## config.mk

```make
export PLATFORM = sky130hd
export DESIGN_NAME = pv_override_reg_flat
export DESIGN_NICKNAME = d
export VERILOG_FILES = /design/src/rtl/pv_override_reg_if.sv /design/src/rtl/pv_override_reg.sv /design/src/flat_wrapper.sv
export SDC_FILE = /design/constraint.sdc
export NUM_CORES = 1
export LEC_CHECK = 0
export ABC_CLOCK_PERIOD_IN_PS = 1680
export BUFFER_PORTS_ARGS = -buffer_cell sky130_fd_sc_hd__buf_2
export CAP_MARGIN = 20
export CORE_MARGIN = 2
export CORE_UTILIZATION = 40
export DETAILED_ROUTE_END_ITERATION = 6
export PLACE_DENSITY_LB_ADDON = 0.12
export SLEW_MARGIN = 20
export SYNTH_ARGS = -nofsm -noshare
export SYNTH_HDL_FRONTEND = slang
export SYNTH_SLANG_ARGS = --single-unit
export TNS_END_PERCENT = 30
```

## constraint.sdc

```tcl
create_clock -name clk -period 1.68 [get_ports clk]
set_input_delay 0.336 -clock clk [delete_from_list [all_inputs] [get_ports clk]]
set_output_delay 0.336 -clock clk [all_outputs]
set_load 0.03 [all_outputs]
```

## src/rtl/pv_override_reg_if.sv

```systemverilog
// Bus bundle for pv_override_reg: normal write port, override channel
// requests and register/status outputs.
// Optional feature macro: PV_TIMED_EN adds asg_dur and tmo.
interface pv_override_reg_if #(
  parameter int unsigned WIDTH = 8,
  parameter int unsigned NCH   = 2,
  parameter int unsigned CNT_W = 8
);
  localparam int unsigned IDXW = $clog2(WIDTH);

  logic                  wr_en;
  logic [WIDTH-1:0]      wr_data;
  logic [WIDTH-1:0]      wr_mask;
  logic [NCH-1:0]        asg_en;
  logic [NCH-1:0]        deasg_en;
  logic [NCH*IDXW-1:0]   asg_lsb;
  logic [NCH*IDXW-1:0]   asg_msb;
  logic [NCH*WIDTH-1:0]  asg_val;
  logic [WIDTH-1:0]      q;
  logic [WIDTH-1:0]      ovr_mask;
  logic                  err;
`ifdef PV_TIMED_EN
  logic [NCH*CNT_W-1:0]  asg_dur;
  logic [NCH-1:0]        tmo;
`endif

  // Reject meaningless configurations at elaboration
  if (WIDTH < 2 || NCH < 1 || CNT_W < 1) begin : g_param_chk
    $error("pv_override_reg_if: illegal parameter set");
  end

  modport master (
    output wr_en, wr_data, wr_mask, asg_en, deasg_en, asg_lsb, asg_msb, asg_val,
`ifdef PV_TIMED_EN
    output asg_dur,
    input  tmo,
`endif
    input  q, ovr_mask, err
  );

  modport slave (
    input  wr_en, wr_data, wr_mask, asg_en, deasg_en, asg_lsb, asg_msb, asg_val,
`ifdef PV_TIMED_EN
    input  asg_dur,
    output tmo,
`endif
    output q, ovr_mask, err
  );
endinterface

```

## src/rtl/pv_override_reg.sv

```systemverilog
// Register with NCH part-select override channels (synthesisable
// assign/deassign). Assigned bit ranges track a live source; released
// bits hold until the next normal write. Lower channel index wins.
// Optional feature macro: PV_TIMED_EN adds per-channel auto-release counters.
module pv_override_reg #(
  parameter int unsigned WIDTH = 8,
  parameter int unsigned NCH   = 2,
  parameter int unsigned CNT_W = 8
) (
  input logic              clk,
  input logic              rst_n,
  pv_override_reg_if.slave bus
);
  localparam int unsigned IDXW = $clog2(WIDTH);

  // Reject meaningless configurations at elaboration
  if (WIDTH < 2 || NCH < 1 || CNT_W < 1) begin : g_param_chk
    $error("pv_override_reg: illegal parameter set");
  end

  logic [NCH-1:0]   act_q, act_d;
  logic [IDXW-1:0]  lsb_q [NCH];
  logic [IDXW-1:0]  msb_q [NCH];
  logic [IDXW-1:0]  lsb_d [NCH];
  logic [IDXW-1:0]  msb_d [NCH];
  logic [NCH-1:0]   ill;
  logic [NCH-1:0]   oor;
  logic [WIDTH-1:0] q_q, q_d;
  logic [WIDTH-1:0] cov_q, cov_d;
  logic             err_q;
`ifdef PV_TIMED_EN
  logic [CNT_W-1:0] cnt_q [NCH];
  logic [CNT_W-1:0] cnt_d [NCH];
  logic [NCH-1:0]   tmo_q, tmo_d;
`endif

  // msb beyond the register is only encodable when WIDTH is not a power of two
  for (genvar c = 0; c < NCH; c++) begin : g_oor
    if ((1 << IDXW) > WIDTH) begin : g_chk
      assign oor[c] = 32'(bus.asg_msb[c*IDXW +: IDXW]) >= WIDTH;
    end else begin : g_none
      assign oor[c] = 1'b0;
    end
  end

  // Channel state: timeout, then deassign, then assign (assign wins)
  always_comb begin
    logic [IDXW-1:0] a_lsb;
    logic [IDXW-1:0] a_msb;
    act_d = act_q;
    lsb_d = lsb_q;
    msb_d = msb_q;
    ill   = '0;
    a_lsb = '0;
    a_msb = '0;
`ifdef PV_TIMED_EN
    cnt_d = cnt_q;
    tmo_d = '0;
`endif
    for (int c = 0; c < int'(NCH); c++) begin
      a_lsb = bus.asg_lsb[c*IDXW +: IDXW];
      a_msb = bus.asg_msb[c*IDXW +: IDXW];
`ifdef PV_TIMED_EN
      if (act_q[c] && cnt_q[c] != '0) begin
        if (cnt_q[c] == CNT_W'(1)) begin
          act_d[c] = 1'b0;
          cnt_d[c] = '0;
          tmo_d[c] = 1'b1;
        end else begin
          cnt_d[c] = cnt_q[c] - CNT_W'(1);
        end
      end
`endif
      if (bus.deasg_en[c]) begin
        act_d[c] = 1'b0;
`ifdef PV_TIMED_EN
        cnt_d[c] = '0;
        tmo_d[c] = 1'b0;
`endif
      end
      if (bus.asg_en[c]) begin
        if (a_msb < a_lsb || oor[c]) begin
          ill[c] = 1'b1;
        end else begin
          act_d[c] = 1'b1;
          lsb_d[c] = a_lsb;
          msb_d[c] = a_msb;
`ifdef PV_TIMED_EN
          cnt_d[c] = bus.asg_dur[c*CNT_W +: CNT_W];
          tmo_d[c] = 1'b0;
`endif
        end
      end
    end
  end

  // Bit update: override from lowest covering channel, else masked write, else hold
  always_comb begin
    logic [WIDTH-1:0] sh;
    sh    = '0;
    cov_d = '0;
    q_d   = q_q;
    if (bus.wr_en) q_d = (q_q & ~bus.wr_mask) | (bus.wr_data & bus.wr_mask);
    for (int c = int'(NCH) - 1; c >= 0; c--) begin
      sh = bus.asg_val[c*WIDTH +: WIDTH] << lsb_d[c];
      for (int i = 0; i < int'(WIDTH); i++) begin
        if (act_d[c] && i >= int'(lsb_d[c]) && i <= int'(msb_d[c])) begin
          cov_d[i] = 1'b1;
          q_d[i]   = sh[i];
        end
      end
    end
  end

  // State and output registers
  always_ff @(posedge clk or negedge rst_n) begin
    if (!rst_n) begin
      act_q <= '0;
      q_q   <= '0;
      cov_q <= '0;
      err_q <= 1'b0;
      for (int c = 0; c < int'(NCH); c++) begin
        lsb_q[c] <= '0;
        msb_q[c] <= '0;
`ifdef PV_TIMED_EN
        cnt_q[c] <= '0;
`endif
      end
`ifdef PV_TIMED_EN
      tmo_q <= '0;
`endif
    end else begin
      act_q <= act_d;
      lsb_q <= lsb_d;
      msb_q <= msb_d;
      q_q   <= q_d;
      cov_q <= cov_d;
      err_q <= |ill;
`ifdef PV_TIMED_EN
      cnt_q <= cnt_d;
      tmo_q <= tmo_d;
`endif
    end
  end

  assign bus.q        = q_q;
  assign bus.ovr_mask = cov_q;
  assign bus.err      = err_q;
`ifdef PV_TIMED_EN
  assign bus.tmo      = tmo_q;
`endif
endmodule

```

## src/flat_wrapper.sv

```systemverilog
// flat-port wrapper written by rule: the top's interface ports become plain ports
module pv_override_reg_flat 
#(
  parameter int unsigned WIDTH = 8,
  parameter int unsigned NCH   = 2,
  parameter int unsigned CNT_W = 8
)
  (clk, rst_n, bus_wr_en, bus_wr_data, bus_wr_mask, bus_asg_en, bus_deasg_en, bus_asg_lsb, bus_asg_msb, bus_asg_val, bus_q, bus_ovr_mask, bus_err);
  pv_override_reg_if #(.WIDTH(WIDTH), .NCH(NCH), .CNT_W(CNT_W)) bus_i ();
  input logic clk;
  input logic rst_n;
  input wire logic [$bits(bus_i.wr_en)-1:0] bus_wr_en;
  input wire logic [$bits(bus_i.wr_data)-1:0] bus_wr_data;
  input wire logic [$bits(bus_i.wr_mask)-1:0] bus_wr_mask;
  input wire logic [$bits(bus_i.asg_en)-1:0] bus_asg_en;
  input wire logic [$bits(bus_i.deasg_en)-1:0] bus_deasg_en;
  input wire logic [$bits(bus_i.asg_lsb)-1:0] bus_asg_lsb;
  input wire logic [$bits(bus_i.asg_msb)-1:0] bus_asg_msb;
  input wire logic [$bits(bus_i.asg_val)-1:0] bus_asg_val;
  output wire logic [$bits(bus_i.q)-1:0] bus_q;
  output wire logic [$bits(bus_i.ovr_mask)-1:0] bus_ovr_mask;
  output wire logic [$bits(bus_i.err)-1:0] bus_err;
  assign bus_i.wr_en = bus_wr_en;
  assign bus_i.wr_data = bus_wr_data;
  assign bus_i.wr_mask = bus_wr_mask;
  assign bus_i.asg_en = bus_asg_en;
  assign bus_i.deasg_en = bus_deasg_en;
  assign bus_i.asg_lsb = bus_asg_lsb;
  assign bus_i.asg_msb = bus_asg_msb;
  assign bus_i.asg_val = bus_asg_val;
  assign bus_q = bus_i.q;
  assign bus_ovr_mask = bus_i.ovr_mask;
  assign bus_err = bus_i.err;
  pv_override_reg #(.WIDTH(WIDTH), .NCH(NCH), .CNT_W(CNT_W)) u_core (.clk(clk), .rst_n(rst_n), .bus(bus_i));
endmodule
```

==> results of run 1 <==
## through the flow
step / util (%) / cells / worst slack [ns] / power, mW / hold slack [ns]
after global placement: 59.6 / 441 / -0.870 / 2.87 / 0.385
after global routing: 69.0 / 457 / -0.621 / 4.14 / 0.0990
after detailed placement: 59.6 / 441 / -0.953 / 2.89 / 0.385
after floorplan: - / 241 / -0.721 / 2.16 / 0.0404
final: 69.0 / 457 / -0.548 / 3.93 / 0.0587
after CTS: 68.3 / 456 / -0.549 / 3.89 / 0.0744
## critical path: stages
cell     delay, ns
buf_12        0.09
inv_12        0.03
ha_4          0.24
a21oi_4       0.15
o21ai_4       0.10
nand2_8       0.10
mux2i_4       0.26
inv_4         0.09
mux2i_2       0.18
mux4_2        0.49
mux2_4        0.28
a21oi_2       0.11
## kinds of logic (layout without fill, tap and decap cells)
group | after synthesis | after routing | synth area share [%]
AO/OA/AOI/OAI | 67 | 67 | 21.1
AND/OR/NAND/NOR | 80 | 80 | 17.9
buffers and inverters | 23 | 167 | 4.14
adder cells (fa/ha/maj) | 4 | 4 | 2.27
multiplexers | 36 | 36 | 19.4
flip-flops | 31 | 31 | 35.2
## layout by cell type, fill, tap and decap left out, types with 3 or more instances in the layout
master     n
buf_4     63
buf_2     60
dfrtp_1   31
nand2_1   27
mux2i_1   16
buf_6     13
nor2_1    12
o21ai_0   10
a21oi_1    9
inv_1      9
nor3_1     9
mux2i_4    7
nand3_1    7
mux2_2     6
clkbuf_8   5
o21a_1     4
inv_2      4
inv_4      4
a21oi_2    4
a31oi_1    4
ha_4       4
or2_4      3
mux2i_2    3
a21o_1     3
o21ai_1    3
buf_12     3
## power by group
group | internal, mW | switching [mW]
Combinational | 1.01 | 1.11
Sequential | 0.939 | 0.125
Clock | 0.441 | 0.317
## path summary, 6_finish.rpt
kind	to	cells past startpoint	slack (ns)	start
max	flip-flop	12	-0.55	bus_asg_lsb[5]
min reg2reg	flip-flop	2	0.52	flip-flop
max reg2reg	flip-flop	6	-0.11	u_core.lsb_q[2]
max in group asynchronous	u_core.bus.ovr_mask[0]	2	1.32	rst_n
min	u_core.bus.ovr_mask[5]	2	0.06	rst_n
min in group clk	flip-flop	4	0.32	bus_wr_mask[2]
## routing by layer
layer | track usage, % | wire, µm | up-vias
met4 | 11.2 | 257 | 0
met1 | 29.1 | 2880 | 1140
met3 | 3.33 | 338 | 25
met5 | 0 | 0 | -
li1 | - | - | 1175
met2 | 44.5 | 3770 | 89
## cell usage after synthesis (all sizes together), types with 2 or more instances
cell	n	area share, %
a211oi	4	1.4
a21boi	2	0.68
a21o	3	1.0
a21oi	15	3.7
a31oi	6	1.7
and2	2	0.57
buf	3	0.62
clkbuf	2	0.34
dfrtp	31	35
ha	4	2.3
inv	18	3.2
mux2	8	4.3
mux2i	26	13
mux4	2	2.0
nand2	31	6.0
nand2b	4	1.1
nand3	7	1.6
nand4	2	0.57
nor2	12	2.0
nor2b	3	1.2
nor3	11	2.5
nor4	2	0.57
o211ai	2	0.68
o21a	4	1.4
o21ai	15	3.9
o22ai	2	0.57
or2	4	1.1
## final cells by class
cell class	instances	area share (%)
Multi-Input combinational cell	187	43.9
Timing Repair Buffer	141	27.4
Sequential cell	31	20.8
Inverter	18	2.42
Tap cell	72	2.42
Clock buffer	5	1.85
Clock inverter	3	1.17
## repair_timing
item / 4_1_cts / 5_1_grt
setup endpoints to repair: 20 / 19
gates cloned: 1 / 0
setup buffers: 6 / 1
resized for setup: 57 / 8
pin swaps: 15 / 7
==> flow_summary.json, run 1 <==
{
  "tightest_slew_ns": 0.430,
  "crit_type": "in2reg",
  "wirelength_mm": 7.24,
  "drive_above_1_share_pct": 55.8,
  "multi_input_area_mm2": 0.00164,
  "core_area_mm2": 0.00541,
  "ir_drop_uv": 673,
  "synth.avg_cell_area_um2": 9.15,
  "path_clk_slew_ns": 0.07,
  "ant_nets": 0,
  "grt_max_degree": 32,
  "cts_buffers": 5,
  "rsz0062_at_grt": "yes",
  "status": "finished, violations left",
  "end_kind": "flip-flop",
  "cap_viol_max_count": 0,
  "initial_utilization_pct": 40.8,
  "grt.total_usage_pct": 24.7,
  "setup_viol": 16,
  "hold_class": "in2async",
  "fmaxAchievable_ghz": 0.449,
  "tns_ns": -4.71,
  "synth.distinct_cells": 54,
  "die_w_um": 78.3,
  "cp_max_fo": 7,
  "synth_flop_cell": "dfrtp_1",
  "num_rows": 27,
  "fin_area_mm2": 0.00373,
  "critPathRequiredTime_ns": 1.91,
  "power.density_mw_per_mm2": 1060,
  "violations": "setup timing",
  "cts_buffer_depth": 2,
  "n_antenna_cell": 0,
  "num_io_pins": 68,
  "syn_inst": 241,
  "drt-vias-per-instance": 5.32,
  "num-nets-final": 439,
  "finalCriticalPeriod_ns": 2.23,
  "ys.warnings.count": 0,
  "die_area_mm2": 0.00612,
  "vias": 2429,
  "grt_pass1_wl_mm": 11.8,
  "critPathArrivalTime_ns": 2.46,
  "placed_area_mm2": 0.00322,
  "numPortBuffers": 67,
  "postCtsHoldBufs": 0,
  "place_congestion": 0.899,
  "grt_overflow_total": 0,
  "yosys_register_bits": 31,
  "finalHoldViolCount": 0,
  "wl_per_cell_um": 15.8,
  "clock_latency_ns": 0.30,
  "drc": 0,
  "drt_first_iter_violations": 114,
  "slew_violations": 0,
  "clock-root-buffer": "clkbuf_8",
  "firstDrtPassIters": 5,
  "crit_path_start_kind": "input pin",
  "synth_edf_count": 0,
  "cts_tree": "done",
  "power_leakage_nw": 1.76,
  "setup_slack_ns": -0.548,
  "clkSinkCount": 31,
  "die_height_um": 78.3,
  "ys_async_sr_fraction_pct": 100,
  "regArea_um2": 776,
  "areaGrowthSynthToFinish_pct": 69.0,
  "synth_nets": 296,
  "antenna_found_initial": 0,
  "synth_area_mm2": 0.00221,
  "min_period_over_period_pct": 133,
  "fill_cells": 426,
  "first_global_vias": 2519,
  "max-slew-margin-rel_pct": 71.1,
  "cts_max_level": 2,
  "yosysSeqAreaShare_pct": 35.2,
  "dp_hpwl_mm": 5.38,
  "fin_worst_skew_ns": 0.00532
}
No activity file was read; power rests on OpenSTA's default activity.
==> run 2, diff against run 1 <==
--- a/config.mk
+++ b/config.mk
@@ -8,6 +8,7 @@
 export ABC_CLOCK_PERIOD_IN_PS = 1680
 export BUFFER_PORTS_ARGS = -buffer_cell sky130_fd_sc_hd__buf_2
 export CAP_MARGIN = 20
+export CORE_ASPECT_RATIO = 1.75
 export CORE_MARGIN = 2
 export CORE_UTILIZATION = 40
 export DETAILED_ROUTE_END_ITERATION = 6
==> run 2 against run 1 <==
Effect of this change:
- the run still ends with setup timing left
- first-iteration DRC count down 39%
- non-clock buffer count up 23
- global-route usage up 2.5 points
- register-to-register slack worse by 0.06 ns
- routed wire length up 8.6%
- cell area up 4.4%
- largest cell class unchanged
- largest power group unchanged
- highest routed layer unchanged
==> flow_summary.json, run 2 (synthesis results as in run 1) <==
{
  "status": "finished, violations left",
  "violations": "setup timing",
  "n_antenna_cell": 0,
  "power.density_mw_per_mm2": 1020,
  "vias": 2512,
  "crit_type": "in2reg",
  "cts_buffers": 5,
  "crit_path_start_kind": "input pin",
  "dp_hpwl_mm": 5.98,
  "multi_input_area_mm2": 0.00169,
  "rsz0062_at_grt": "yes",
  "drt_first_iter_violations": 70,
  "core_area_mm2": 0.00530,
  "slew_violations": 0,
  "postCtsHoldBufs": 0,
  "path_clk_slew_ns": 0.07,
  "regArea_um2": 776,
  "cp_max_fo": 7,
  "areaGrowthSynthToFinish_pct": 76.5,
  "reg2reg_setup_slack_ns": -0.17,
  "grt_pass1_wl_mm": 12.0,
  "initial_utilization_pct": 41.6,
  "firstDrtPassIters": 4,
  "fmaxAchievable_ghz": 0.453,
  "fin_worst_skew_ns": 0.00700,
  "max_stage_delay_ns": 0.45,
  "place_congestion": 0.879,
  "num_io_pins": 68,
  "finalHoldViolCount": 0,
  "die_area_mm2": 0.00615,
  "critPathArrivalTime_ns": 2.43,
  "clock_latency_ns": 0.29,
  "path_cells": "buf_12 > inv_12 > ha_4 > a21oi_4 > o21ai_4 > nand2_8 > mux2i_4 > inv_4 > mux2i_4 > mux4_2 > mux2_4 > a21oi_2",
  "cpMostUsedCell": "mux2i_4",
  "finalPower_mw": 3.99,
  "hold_class": "in2async",
  "antenna_found_initial": 0,
  "reg2reg_depth": 7,
  "cap_viol_max_count": 0,
  "max-slew-margin-rel_pct": 52.6,
  "cp_slowest_cell": "mux4_2",
  "clock-root-buffer": "clkbuf_8",
  "r2r-start": "u_core.lsb_q[3]",
  "critPathRequiredTime_ns": 1.91,
  "drc": 0,
  "die_w_um": 60.1,
  "wl_per_cell_um": 16.4,
  "fill_cells": 404,
  "clkSinkCount": 31,
  "num_rows": 35,
  "grt_overflow_total": 0,
  "ant_nets": 0,
  "layout_common_cells": "buf_4 (87), buf_2 (61), dfrtp_1 (31), nand2_1 (26), mux2i_1 (17)",
  "setup_viol": 17,
  "power_leakage_nw": 1.87,
  "min_period_over_period_pct": 131,
  "cts_tree": "done",
  "setup_slack_ns": -0.527,
  "tightest_slew_ns": 0.711,
  "finalCriticalPeriod_ns": 2.21,
  "mostFrequentLayoutCell": "buf_4",
  "first_global_vias": 2573,
  "wirelength_mm": 7.87,
  "fin_util_pct": 73.5,
  "die_height_um": 102,
  "ir_drop_uv": 649,
  "cts_max_level": 2,
  "grt_max_degree": 32,
  "end_kind": "flip-flop",
  "cts_buffer_depth": 2,
  "numPortBuffers": 67,
  "grt.total_usage_pct": 27.2,
  "drive_above_1_share_pct": 60.4,
  "drt-vias-per-instance": 5.22,
  "num-nets-final": 462
}
==> run 2: repair_timing <==
item	4_1_cts	5_1_grt
endpoints found under the setup margin	19	18
setup buffers	13	10
pin swaps	10	8
resized for setup	48	28
==> run 2: through the flow <==
| step | hold slack (ns) | instance area [µm²] | TNS, ns | worst slack, ns | instances |
|---|---|---|---|---|---|
| 3_5_place_dp | 0.433 | 3290 | -15.43 | -0.972 | 451 |
| 5_1_grt | 0.151 | 3890 | -6.30 | -0.593 | 481 |
| 2_1_floorplan | 0.0404 | 2330 | -6.71 | -0.721 | 241 |
| 6_report | 0.0956 | 3890 | -5.02 | -0.527 | 481 |
| 3_3_place_gp | 0.422 | 3290 | -14.80 | -0.920 | 451 |
| 4_1_cts | 0.123 | 3690 | -4.76 | -0.525 | 471 |
==> run 2: layer usage <==
metal  track usage, %  share of wire (%)  wire (µm)
met1             26.2                 34       2680
met2             52.5                 58       4560
met3             3.42                2.9        230
met4             14.9                5.0        395
met5                0                  0          0
==> run 2: report_power, final <==
part	leakage [nW]	internal, mW	switching [mW]
Sequential	0.379	0.940	0.126
Clock	0.0470	0.321	0.280
Combinational	1.44	1.14	1.18
==> run 2: worst max-delay path by stage <==
stage / startpoint / to / slack (ns) / depth (start not counted)
6_report: bus_asg_lsb[5] / flip-flop / -0.53 / 12
5_1_grt: bus_asg_lsb[4] / flip-flop / -0.59 / 15
4_1_cts: bus_asg_lsb[5] / flip-flop / -0.53 / 12
3_5_place_dp: bus_asg_lsb[5] / flip-flop / -0.97 / 10
3_3_place_gp: bus_asg_lsb[5] / flip-flop / -0.92 / 12
2_1_floorplan: bus_asg_lsb[5] / flip-flop / -0.72 / 11
==> run 2: layout make-up <==
class / instances / share of cell area, %
flip-flops and latches: 31 / 19.9
repair buffers: 164 / 29.7
clock inverters: 1 / 0.129
clock buffers: 6 / 2.12
multi-input cells: 187 / 43.4
well taps: 74 / 2.38
inverters: 18 / 2.31
==> run 2: worst max-delay path, delay by kind of cell <==
| kind | cells | cell delay (ns) |
|---|---|---|
| AOI/OAI and AO/OA | 3 | 0.36 |
| adders and majority gates | 1 | 0.25 |
| buffers and inverters | 3 | 0.21 |
| muxes | 4 | 1.17 |
| and+or+nand+nor | 1 | 0.10 |
==> run 3, diff against run 2 <==
--- a/config.mk
+++ b/config.mk
@@ -8,11 +8,14 @@
 export ABC_CLOCK_PERIOD_IN_PS = 1680
 export BUFFER_PORTS_ARGS = -buffer_cell sky130_fd_sc_hd__buf_2
 export CAP_MARGIN = 20
+export CELL_PAD_IN_SITES_DETAIL_PLACEMENT = 1
+export CELL_PAD_IN_SITES_GLOBAL_PLACEMENT = 1
 export CORE_ASPECT_RATIO = 1.75
 export CORE_MARGIN = 2
-export CORE_UTILIZATION = 40
+export CORE_UTILIZATION = 34
 export DETAILED_ROUTE_END_ITERATION = 6
 export PLACE_DENSITY_LB_ADDON = 0.12
+export RECOVER_POWER = 100
 export SLEW_MARGIN = 20
 export SYNTH_ARGS = -nofsm -noshare
 export SYNTH_HDL_FRONTEND = slang
==> run 3 against run 2 <==
Effect of this change:
- global-route usage fell by 0.62 points
- first-iteration DRC count is 11% lower
- core utilization shrank 14 points
- the flow still finishes with violations (setup timing)
- cell count shrank 1.0%
- sequential share of layout area grew 0.85 points
- largest cell class unchanged
- critical path depth did not move
- combinational power decreased by 7%
- clock skew is 0.0010 ns higher
- non-clock buffer count is 12 lower
==> flow_summary.json, run 3 (synthesis results as in run 1) <==
{
  "dp_hpwl_mm": 7.05,
  "grtUsageMet3_pct": 4.48,
  "cp_max_fo": 8,
  "power_leakage_nw": 1.75,
  "drive_above_1_share_pct": 52.8,
  "setup_slack_ns": -0.569,
  "end_kind": "flip-flop",
  "cts_tree": "done",
  "core_area_mm2": 0.00623,
  "worst-path-buf-inv": 3,
  "grt_pass1_wl_mm": 14.3,
  "clock_latency_ns": 0.31,
  "vias": 2615,
  "finalPower_mw": 4.04,
  "path_cells": "buf_12 > inv_12 > ha_4 > a21oi_4 > o21ai_4 > nand2_8 > mux2i_4 > inv_4 > mux2i_2 > mux4_2 > mux2_4 > a21oi_2",
  "placed_area_mm2": 0.00330,
  "finalCriticalPeriod_ns": 2.25,
  "reg2reg_depth": 8,
  "critPathRequiredTime_ns": 1.92,
  "first_global_vias": 2912,
  "numPortBuffers": 67,
  "areaGrowthSynthToFinish_pct": 69.3,
  "path_delay_family": "multiplexers",
  "violations": "setup timing",
  "num_io_pins": 68,
  "drt-vias-per-instance": 5.49,
  "die_area_mm2": 0.00717,
  "path_clk_slew_ns": 0.07,
  "cts_buffer_depth": 2,
  "dpl_worst_slack_ns": -0.959,
  "wl_per_cell_um": 19.6,
  "grt.total_usage_pct": 26.6,
  "r2r-start": "u_core.act_q[1]",
  "die_height_um": 111,
  "wirelength_mm": 9.31,
  "layout_common_cells": "buf_4 (73), buf_2 (47), dfrtp_1 (31), nand2_1 (28), clkbuf_1 (17)",
  "die_w_um": 64.9,
  "mostFrequentLayoutCell": "buf_4",
  "num_rows": 38,
  "drc": 0,
  "cp_slowest_cell": "mux4_2",
  "n_antenna_cell": 0,
  "status": "finished, violations left",
  "num-nets-final": 450,
  "ir_drop_uv": 705,
  "slew_violations": 0,
  "drt_first_iter_violations": 62,
  "clkSinkCount": 31,
  "critPathArrivalTime_ns": 2.49,
  "crit_type": "in2reg",
  "rsz0062_at_grt": "yes",
  "min_period_over_period_pct": 134,
  "antenna_found_initial": 0,
  "reg2reg_setup_slack_ns": -0.24,
  "firstDrtPassIters": 4,
  "use_met1_pct": 23.5,
  "place_congestion": 0.910,
  "finalHoldViolCount": 0,
  "hold_class": "in2async",
  "fmaxAchievable_ghz": 0.445,
  "initial_utilization_pct": 35.4,
  "crit_path_start_kind": "input pin",
  "power.density_mw_per_mm2": 1080,
  "fin_area_mm2": 0.00373,
  "cts_max_level": 2,
  "cap_viol_max_count": 0,
  "tightest_slew_ns": 0.859,
  "cts_buffers": 5,
  "setup_viol": 16,
  "grt_overflow_total": 0,
  "fin_worst_skew_ns": 0.00801,
  "max_stage_delay_ns": 0.46,
  "ant_nets": 0,
  "max-slew-margin-rel_pct": 42.7,
  "tns_ns": -5.70,
  "grt_max_degree": 32,
  "grt.met2_usage_pct": 51.7,
  "clock-root-buffer": "clkbuf_8",
  "top_usage_layer": "met2",
  "postCtsHoldBufs": 0
}
-- run 3: changes by cell type in the layout (fill, tap and decap cells not counted), sizes merged --
cell	change
buf	-30
bufinv	+1
clkbuf	+18
-- run 3: timing repair --
action | 4_1_cts | 5_1_grt
endpoints found under the setup margin | 20 | 18
gates cloned | 1 | 0
gates resized for setup | 40 | 22
pin swaps | 14 | 4
setup buffers | 8 | 1
-- run 3: worst max-delay path by stage --
stage                              start         to  slack (ns)  cells past startpoint
after detailed placement  bus_asg_lsb[5]  flip-flop       -0.96                     12
after global placement    bus_asg_lsb[5]  flip-flop       -0.90                     11
final                     bus_asg_lsb[5]  flip-flop       -0.57                     12
after floorplan           bus_asg_lsb[5]  flip-flop       -0.72                     11
after CTS                 bus_asg_lsb[5]  flip-flop       -0.54                     12
after global routing      bus_asg_lsb[5]  flip-flop       -0.61                     12
-- run 3: final cells by class --
cell class | instances | area [µm²]
clock buffer | 6 | 82.6
clock inverter | 2 | 35.0
fill | 751 | 2490
inverter | 18 | 87.6
multi-input combinational | 187 | 1610
sequential | 31 | 776
tap | 80 | 100
timing repair buffer | 152 | 1050
-- run 3: power breakdown --
part	internal, mW	switching, mW	total, mW	leakage, nW
sequential	0.939	0.148	1.09	0.379
combinational	0.985	1.16	2.15	1.31
clock	0.480	0.329	0.809	0.0612
-- run 3: per-layer routing --
metal / routed length (µm) / vias up
met2: 5470 / 87
met3: 327 / 30
li1: - / 1197
met1: 2970 / 1301
met4: 537 / 0
met5: 0 / -
-- run 3: through the flow --
stage	util, %	hold WS, ns	instances
2_1_floorplan	-	0.0404	241
3_3_place_gp	53.0	0.387	458
3_5_place_dp	53.0	0.391	458
4_1_cts	59.0	0.0633	475
5_1_grt	59.9	0.268	476
6_report	59.9	0.208	476
-- run 3: worst register-to-register path, stage by stage (launching register included) --
cell and delay, ns:
dfrtp_1 0.33, nor2b_1 0.26, nand3_1 0.13, a21oi_1 0.15, a31oi_1 0.09, a31oi_2 0.26
inv_1 0.10, o41ai_1 0.36, mux2i_1 0.11
